### src/rtl/mult_share_arb_if.sv
// rtl/mult_share_arb_if.sv - request/result bus of the shared multiplier arbiter
// Requesters and the result consumer sit on the master side; the arbiter is the slave.
interface mult_share_arb_if #(
  parameter int NREQ = 4,
  parameter int DW   = 8,
  localparam int IDW = (NREQ > 1) ? $clog2(NREQ) : 1
);
  logic [NREQ-1:0]    req_valid;
  logic [NREQ*DW-1:0] req_x;
  logic [NREQ*DW-1:0] req_y;
  logic [NREQ-1:0]    req_ready;
  logic               res_valid;
  logic               res_ready;
  logic [IDW-1:0]     res_id;
  logic [DW-1:0]      res_p;

  modport slave (
    input  req_valid, req_x, req_y, res_ready,
    output req_ready, res_valid, res_id, res_p
  );

  modport master (
    output req_valid, req_x, req_y, res_ready,
    input  req_ready, res_valid, res_id, res_p
  );
endinterface

### src/rtl/mult_share_arb.sv
// rtl/mult_share_arb.sv - round-robin arbiter sharing one DW x DW truncating multiplier
// Define MULT_SHARE_ARB_PIPE_EN to split CALC into an operand stage and a product stage.
module mult_share_arb #(
  parameter int NREQ = 4,
  parameter int DW   = 8,
  localparam int IDW = (NREQ > 1) ? $clog2(NREQ) : 1
) (
  input  logic            clk,
  input  logic            rst_n,
  mult_share_arb_if.slave bus
);

  typedef enum logic [1:0] {
    IDLE = 2'd0,
    CALC = 2'd1,
    HOLD = 2'd2
  } state_t;

  state_t          state, state_nxt;
  logic [IDW-1:0]  ptr;
  logic [IDW-1:0]  win_id;
  logic            win_found;
  logic [NREQ-1:0] win_onehot;
  logic [DW-1:0]   x_q, y_q;
  logic [IDW-1:0]  res_id_q;
  logic [DW-1:0]   res_p_q;
  logic            accept;
  logic            calc_done;

  // Circular search starting at ptr; the first valid requester wins.
  always_comb begin
    int idx;
    win_found  = 1'b0;
    win_id     = '0;
    win_onehot = '0;
    idx        = 0;
    for (int i = 0; i < NREQ; i++) begin
      idx = int'(ptr) + i;
      if (idx >= NREQ) idx = idx - NREQ;
      if (!win_found && bus.req_valid[idx]) begin
        win_found = 1'b1;
        win_id    = IDW'(idx);
      end
    end
    win_onehot[win_id] = win_found;
  end

  assign bus.req_ready = (rst_n && state == IDLE) ? win_onehot : '0;
  assign accept        = (state == IDLE) && win_found;

`ifdef MULT_SHARE_ARB_PIPE_EN
  logic          calc_ph;
  logic [DW-1:0] prod_q;
  assign calc_done = calc_ph;
`else
  assign calc_done = 1'b1;
`endif

  always_comb begin
    state_nxt = state;
    case (state)
      IDLE:    if (accept) state_nxt = CALC;
      CALC:    if (calc_done) state_nxt = HOLD;
      HOLD:    if (bus.res_ready) state_nxt = IDLE;
      default: state_nxt = IDLE;
    endcase
  end

  always_ff @(posedge clk or negedge rst_n) begin
    if (!rst_n) state <= IDLE;
    else        state <= state_nxt;
  end

  always_ff @(posedge clk or negedge rst_n) begin
    if (!rst_n) begin
      ptr      <= '0;
      x_q      <= '0;
      y_q      <= '0;
      res_id_q <= '0;
    end else if (accept) begin
      x_q      <= bus.req_x[win_id*DW +: DW];
      y_q      <= bus.req_y[win_id*DW +: DW];
      res_id_q <= win_id;
      ptr      <= (int'(win_id) == NREQ - 1) ? '0 : win_id + IDW'(1);
    end
  end

  // Assigning the DW x DW product to a DW-bit register keeps only the low half.
`ifdef MULT_SHARE_ARB_PIPE_EN
  always_ff @(posedge clk or negedge rst_n) begin
    if (!rst_n) begin
      calc_ph <= 1'b0;
      prod_q  <= '0;
      res_p_q <= '0;
    end else if (state == CALC) begin
      calc_ph <= ~calc_ph;
      if (!calc_ph) prod_q  <= x_q * y_q;
      else          res_p_q <= prod_q;
    end
  end
`else
  always_ff @(posedge clk or negedge rst_n) begin
    if (!rst_n)             res_p_q <= '0;
    else if (state == CALC) res_p_q <= x_q * y_q;
  end
`endif

  assign bus.res_valid = (state == HOLD);
  assign bus.res_id    = res_id_q;
  assign bus.res_p     = res_p_q;

endmodule

### src/flat_wrapper.sv
// flat-port wrapper written by rule: the top's interface ports become plain ports
module mult_share_arb_flat 
#(
  parameter int NREQ = 4,
  parameter int DW   = 8,
  localparam int IDW = (NREQ > 1) ? $clog2(NREQ) : 1
)
  (clk, rst_n, bus_req_valid, bus_req_x, bus_req_y, bus_res_ready, bus_req_ready, bus_res_valid, bus_res_id, bus_res_p);
  mult_share_arb_if #(.NREQ(NREQ), .DW(DW)) bus_i ();
  input  logic clk;
  input  logic rst_n;
  input wire logic [$bits(bus_i.req_valid)-1:0] bus_req_valid;
  input wire logic [$bits(bus_i.req_x)-1:0] bus_req_x;
  input wire logic [$bits(bus_i.req_y)-1:0] bus_req_y;
  input wire logic [$bits(bus_i.res_ready)-1:0] bus_res_ready;
  output wire logic [$bits(bus_i.req_ready)-1:0] bus_req_ready;
  output wire logic [$bits(bus_i.res_valid)-1:0] bus_res_valid;
  output wire logic [$bits(bus_i.res_id)-1:0] bus_res_id;
  output wire logic [$bits(bus_i.res_p)-1:0] bus_res_p;
  assign bus_i.req_valid = bus_req_valid;
  assign bus_i.req_x = bus_req_x;
  assign bus_i.req_y = bus_req_y;
  assign bus_i.res_ready = bus_res_ready;
  assign bus_req_ready = bus_i.req_ready;
  assign bus_res_valid = bus_i.res_valid;
  assign bus_res_id = bus_i.res_id;
  assign bus_res_p = bus_i.res_p;
  mult_share_arb #(.NREQ(NREQ), .DW(DW)) u_core (.clk(clk), .rst_n(rst_n), .bus(bus_i));
endmodule
### config.mk
export PLATFORM = sky130hd
export DESIGN_NAME = mult_share_arb_flat
export DESIGN_NICKNAME = d
export VERILOG_FILES = /design/src/rtl/mult_share_arb_if.sv /design/src/rtl/mult_share_arb.sv /design/src/flat_wrapper.sv
export SDC_FILE = /design/constraint.sdc
export NUM_CORES = 1
export LEC_CHECK = 0
export CAP_MARGIN = 40
export CORE_MARGIN = 2
export CORE_UTILIZATION = 50
export DETAILED_ROUTE_END_ITERATION = 8
export PLACE_DENSITY_LB_ADDON = 0.25
export SLEW_MARGIN = 20
export SYNTH_ARGS = -nofsm -noshare
export SYNTH_HDL_FRONTEND = slang
export SYNTH_SLANG_ARGS = --single-unit
### constraint.sdc
create_clock -name clk -period 7.5 [get_ports clk]
set_input_delay 1.5 -clock clk [delete_from_list [all_inputs] [get_ports clk]]
set_output_delay 1.5 -clock clk [all_outputs]
set_load 0.01 [all_outputs]
==> out/qor.csv <==
metric,value,unit
run_status,finished clean,
placeableCoreArea,5140,um^2
final-setup-viol-count,0,
worst_pin_slew,0.724,ns
hold_violations,0,
total_leakage_power,1.71,nW
synth_enable_flop_cells,0,
ys_seq_area_share,28.0,%
nNetsFinal,462,
postCtsHoldBufs,0,
clock-root-buffer,sky130_fd_sc_hd__clkbuf_8,
power.net_switching,662,uW
seq_power_share,22.4,%
cp_data_required_time,6.00,ns
ctsLongestPathBuffers,2,
max_freq,177,MHz
floorplan.die_area,5970,um^2
internal_power_component,852,uW
endpoint_kind,output pin,
cpMostUsedCell,sky130_fd_sc_hd__clkdlybuf4s50_1,
gp_congestion,0.888,
route.detailed.vias_per_inst,5.37,
vdd_drop_max,0.230,mV
fin_skew,0.00679,ns
numCtsBuffers,5,
floorplan.io_pins,86,
synth_async_sr_flop_share,100,%
fin_hold_ws,0.491,ns
maxcap_violations,0,
final_core_util,71.8,%
overflow,0,
total_instance_count_after_detailed_placement,422,
syn-num-nets,376,
clkPwrFrac,9.0,%
syn_to_final_growth,37.5,%
final_layout_size_suffix_gt1_share,8.06,%
routed_wire_length_per_instance,15.0,um
start_util,52.2,%
cts-resized-gates,0,
postSynth.topFlopCell,sky130_fd_sc_hd__dfrtp_1,
synth_cells,273,
drt_iter0_markers,100,
ant_nets,0,
drt_wl_total,6.45,mm
finalNonFillerCells,430,
worstSkewPairLatency,0.29,ns
floorplan.die.height,77.3,um
gr-usage-all-layers,22.7,%
detailedPlacementHpwl,5.26,mm
switching_share,43.7,%
max_stage_delay,0.75,ns
clock_sinks,30,
final_area,3690,um^2
power.combinational.fraction,68.6,%
area.sequential,751,um^2
tritoncts,yes,
grt_setup_unrepaired,no,
power_density_of_the_placed_cells,410,nW/um^2
grt_antenna_before_repair,0,
post_synth_instance_area,2680,um^2
timing_max_transition_violations_final,0,
syn_area_per_cell,9.83,um^2
portBuffers,85,
worst_ep_arrival_time,4.16,ns
vias,2311,
multiInputGateArea,1780,um^2
period_share,75.4,%
finalSetupTns,0,ns
min-delay-path-class,flip-flop to flip-flop,
postCtsSetupRepairBufs,0,
final.fill_count,428,
post_synth_num_cell_types,40,
startpoint_type,input pin,
path_clk_slew,0.07,ns
placement.cell_area,3600,um^2
vias_in_the_first_global_route,2281,
grt_first_pass_wirelength,10.8,mm
cell_with_the_biggest_individual_delay_on_the_critical_path,sky130_fd_sc_hd__clkdlybuf4s50_1,
synth.yosys.warnings,0,
ctsHtreeMaxLevel,2,
cp_cell_sequence,clkdlybuf4s50_1 -> nand4b_1 -> o21ai_2 -> nor2_2 -> ha_1 -> and3_1 -> clkdlybuf4s50_1,
path_max_fanout,13,
grt_start_max_net_pins,35,
route.detailed.drc,0,
first_pass_iters,4,
die_width,77.3,um
rows,26,
period_needed,5.66,ns
synth_seq_cells,30,
setup.worst_path.class,input pin to output pin,
max_transition_margin,51.7,%
antenna_cells_inserted,0,
==> logic make-up (layout without fill, tap and decap cells) <==
family	Yosys count	in the layout	synth area share, %
xor+xnor	13	13	5.78
compound gates	62	62	16.6
mux	27	27	11.4
simple gates	72	72	13.9
buf+inv	37	124	6.06
flops	30	30	28.0
fa+ha+maj	32	32	18.3
==> placed cells by master, fill, tap and decap left out, types with 2 or more instances in the layout <==
cell	n
sky130_fd_sc_hd__o21ai_0	13
sky130_fd_sc_hd__mux2_2	3
sky130_fd_sc_hd__a21oi_1	12
sky130_fd_sc_hd__xnor3_1	3
sky130_fd_sc_hd__nand2b_1	6
sky130_fd_sc_hd__buf_4	2
sky130_fd_sc_hd__xnor2_1	6
sky130_fd_sc_hd__inv_2	3
sky130_fd_sc_hd__clkbuf_8	6
sky130_fd_sc_hd__mux2_4	6
sky130_fd_sc_hd__clkdlybuf4s50_1	85
sky130_fd_sc_hd__nand2_1	39
sky130_fd_sc_hd__and3_1	4
sky130_fd_sc_hd__a21o_1	5
sky130_fd_sc_hd__inv_1	25
sky130_fd_sc_hd__fa_1	12
sky130_fd_sc_hd__o221ai_1	8
sky130_fd_sc_hd__dfrtp_1	30
sky130_fd_sc_hd__mux2_1	2
sky130_fd_sc_hd__and2_1	17
sky130_fd_sc_hd__xor2_1	4
sky130_fd_sc_hd__o21ai_1	2
sky130_fd_sc_hd__o211ai_1	8
sky130_fd_sc_hd__a221o_1	8
sky130_fd_sc_hd__ha_1	20
sky130_fd_sc_hd__mux2i_1	16
==> per-stage QoR <==
| step | power (mW) | worst slack, ns |
|---|---|---|
| finish | 1.51 | 1.84 |
| global route | 1.67 | 1.73 |
| CTS | 1.53 | 1.83 |
| detailed placement | 1.39 | 1.84 |
| global placement | 1.34 | 1.66 |
| floorplan | 1.09 | 3.20 |
==> worst max-delay path, delay by kind of cell <==
family	cells	cell delay, ns
buffers and inverters	2	1.28
AOI/OAI and AO/OA	1	0.12
and+or+nand+nor	3	0.96
adders and majority gates	1	0.29
==> state kept, by name, indices dropped and copies added (netlist names) <==
name               flops
u_core.state           2
u_core.bus.res_p       8
u_core.ptr             2
u_core.y_q             8
u_core.bus.res_id      2
u_core.x_q             8
==> per-layer routing <==
layer / vias up / part of all wire [%] / global-route usage (%)
met1: 1104 / 44 / 30.0
met3: 9 / 4.2 / 3.88
met2: 71 / 50 / 37.7
li1: 1127 / - / -
met5: - / 0 / 0
met4: 0 / 1.8 / 7.32
==> worst paths after layout <==
kind	from	end	slack (ns)	cells after the start
worst min register to register	u_core.bus.res_p[7]	u_core.bus.res_p[7]	0.49	2
worst max register to register	u_core.x_q[1]	u_core.bus.res_p[7]	3.58	12
worst max-delay path	bus_req_valid[3]	bus_req_ready[3]	1.84	7
max in group asynchronous	rst_n	u_core.bus.res_id[1]	5.58	2
min in group asynchronous	rst_n	u_core.bus.res_p[2]	1.61	2
worst min-delay path	u_core.bus.res_p[7]	u_core.bus.res_p[7]	0.49	2
==> Yosys cell counts (4+ instances only) <==
cell type / number / area [um^2]
sky130_fd_sc_hd__xor2_1: 4 / 35.0
sky130_fd_sc_hd__a21o_1: 5 / 37.5
sky130_fd_sc_hd__inv_1: 25 / 93.8
sky130_fd_sc_hd__nand2b_1: 6 / 37.5
sky130_fd_sc_hd__and2_1: 17 / 106
sky130_fd_sc_hd__nand2_1: 39 / 146
sky130_fd_sc_hd__ha_1: 20 / 250
sky130_fd_sc_hd__o221ai_1: 8 / 70.1
sky130_fd_sc_hd__a21oi_1: 12 / 60.1
sky130_fd_sc_hd__o21ai_0: 13 / 65.1
sky130_fd_sc_hd__xnor2_1: 6 / 52.6
sky130_fd_sc_hd__fa_1: 12 / 240
sky130_fd_sc_hd__dfrtp_1: 30 / 751
sky130_fd_sc_hd__mux2_4: 6 / 90.1
sky130_fd_sc_hd__a221o_1: 8 / 80.1
sky130_fd_sc_hd__o211ai_1: 8 / 60.1
sky130_fd_sc_hd__mux2i_1: 16 / 160
sky130_fd_sc_hd__and3_1: 4 / 25.0
==> power groups by stage <==
stage / Combinational, mW / Clock (mW) / Sequential (mW)
after CTS: 1.06 / 0.138 / 0.336
after global placement: 1.01 / 0 / 0.338
after floorplan: 0.777 / 0 / 0.313
final: 1.04 / 0.137 / 0.339
after detailed placement: 1.05 / 0 / 0.339
after global routing: 1.17 / 0.145 / 0.351
==> area by class of cell <==
type	instances	share of cell area, %
Sequential cell	30	20.3
Timing Repair Buffer	88	23.9
Clock inverter	1	0.136
Multi-Input combinational cell	206	48.1
Inverter	28	2.85
Tap cell	70	2.37
Clock buffer	7	2.34
Note: power is estimated with default switching activity, not from simulation.
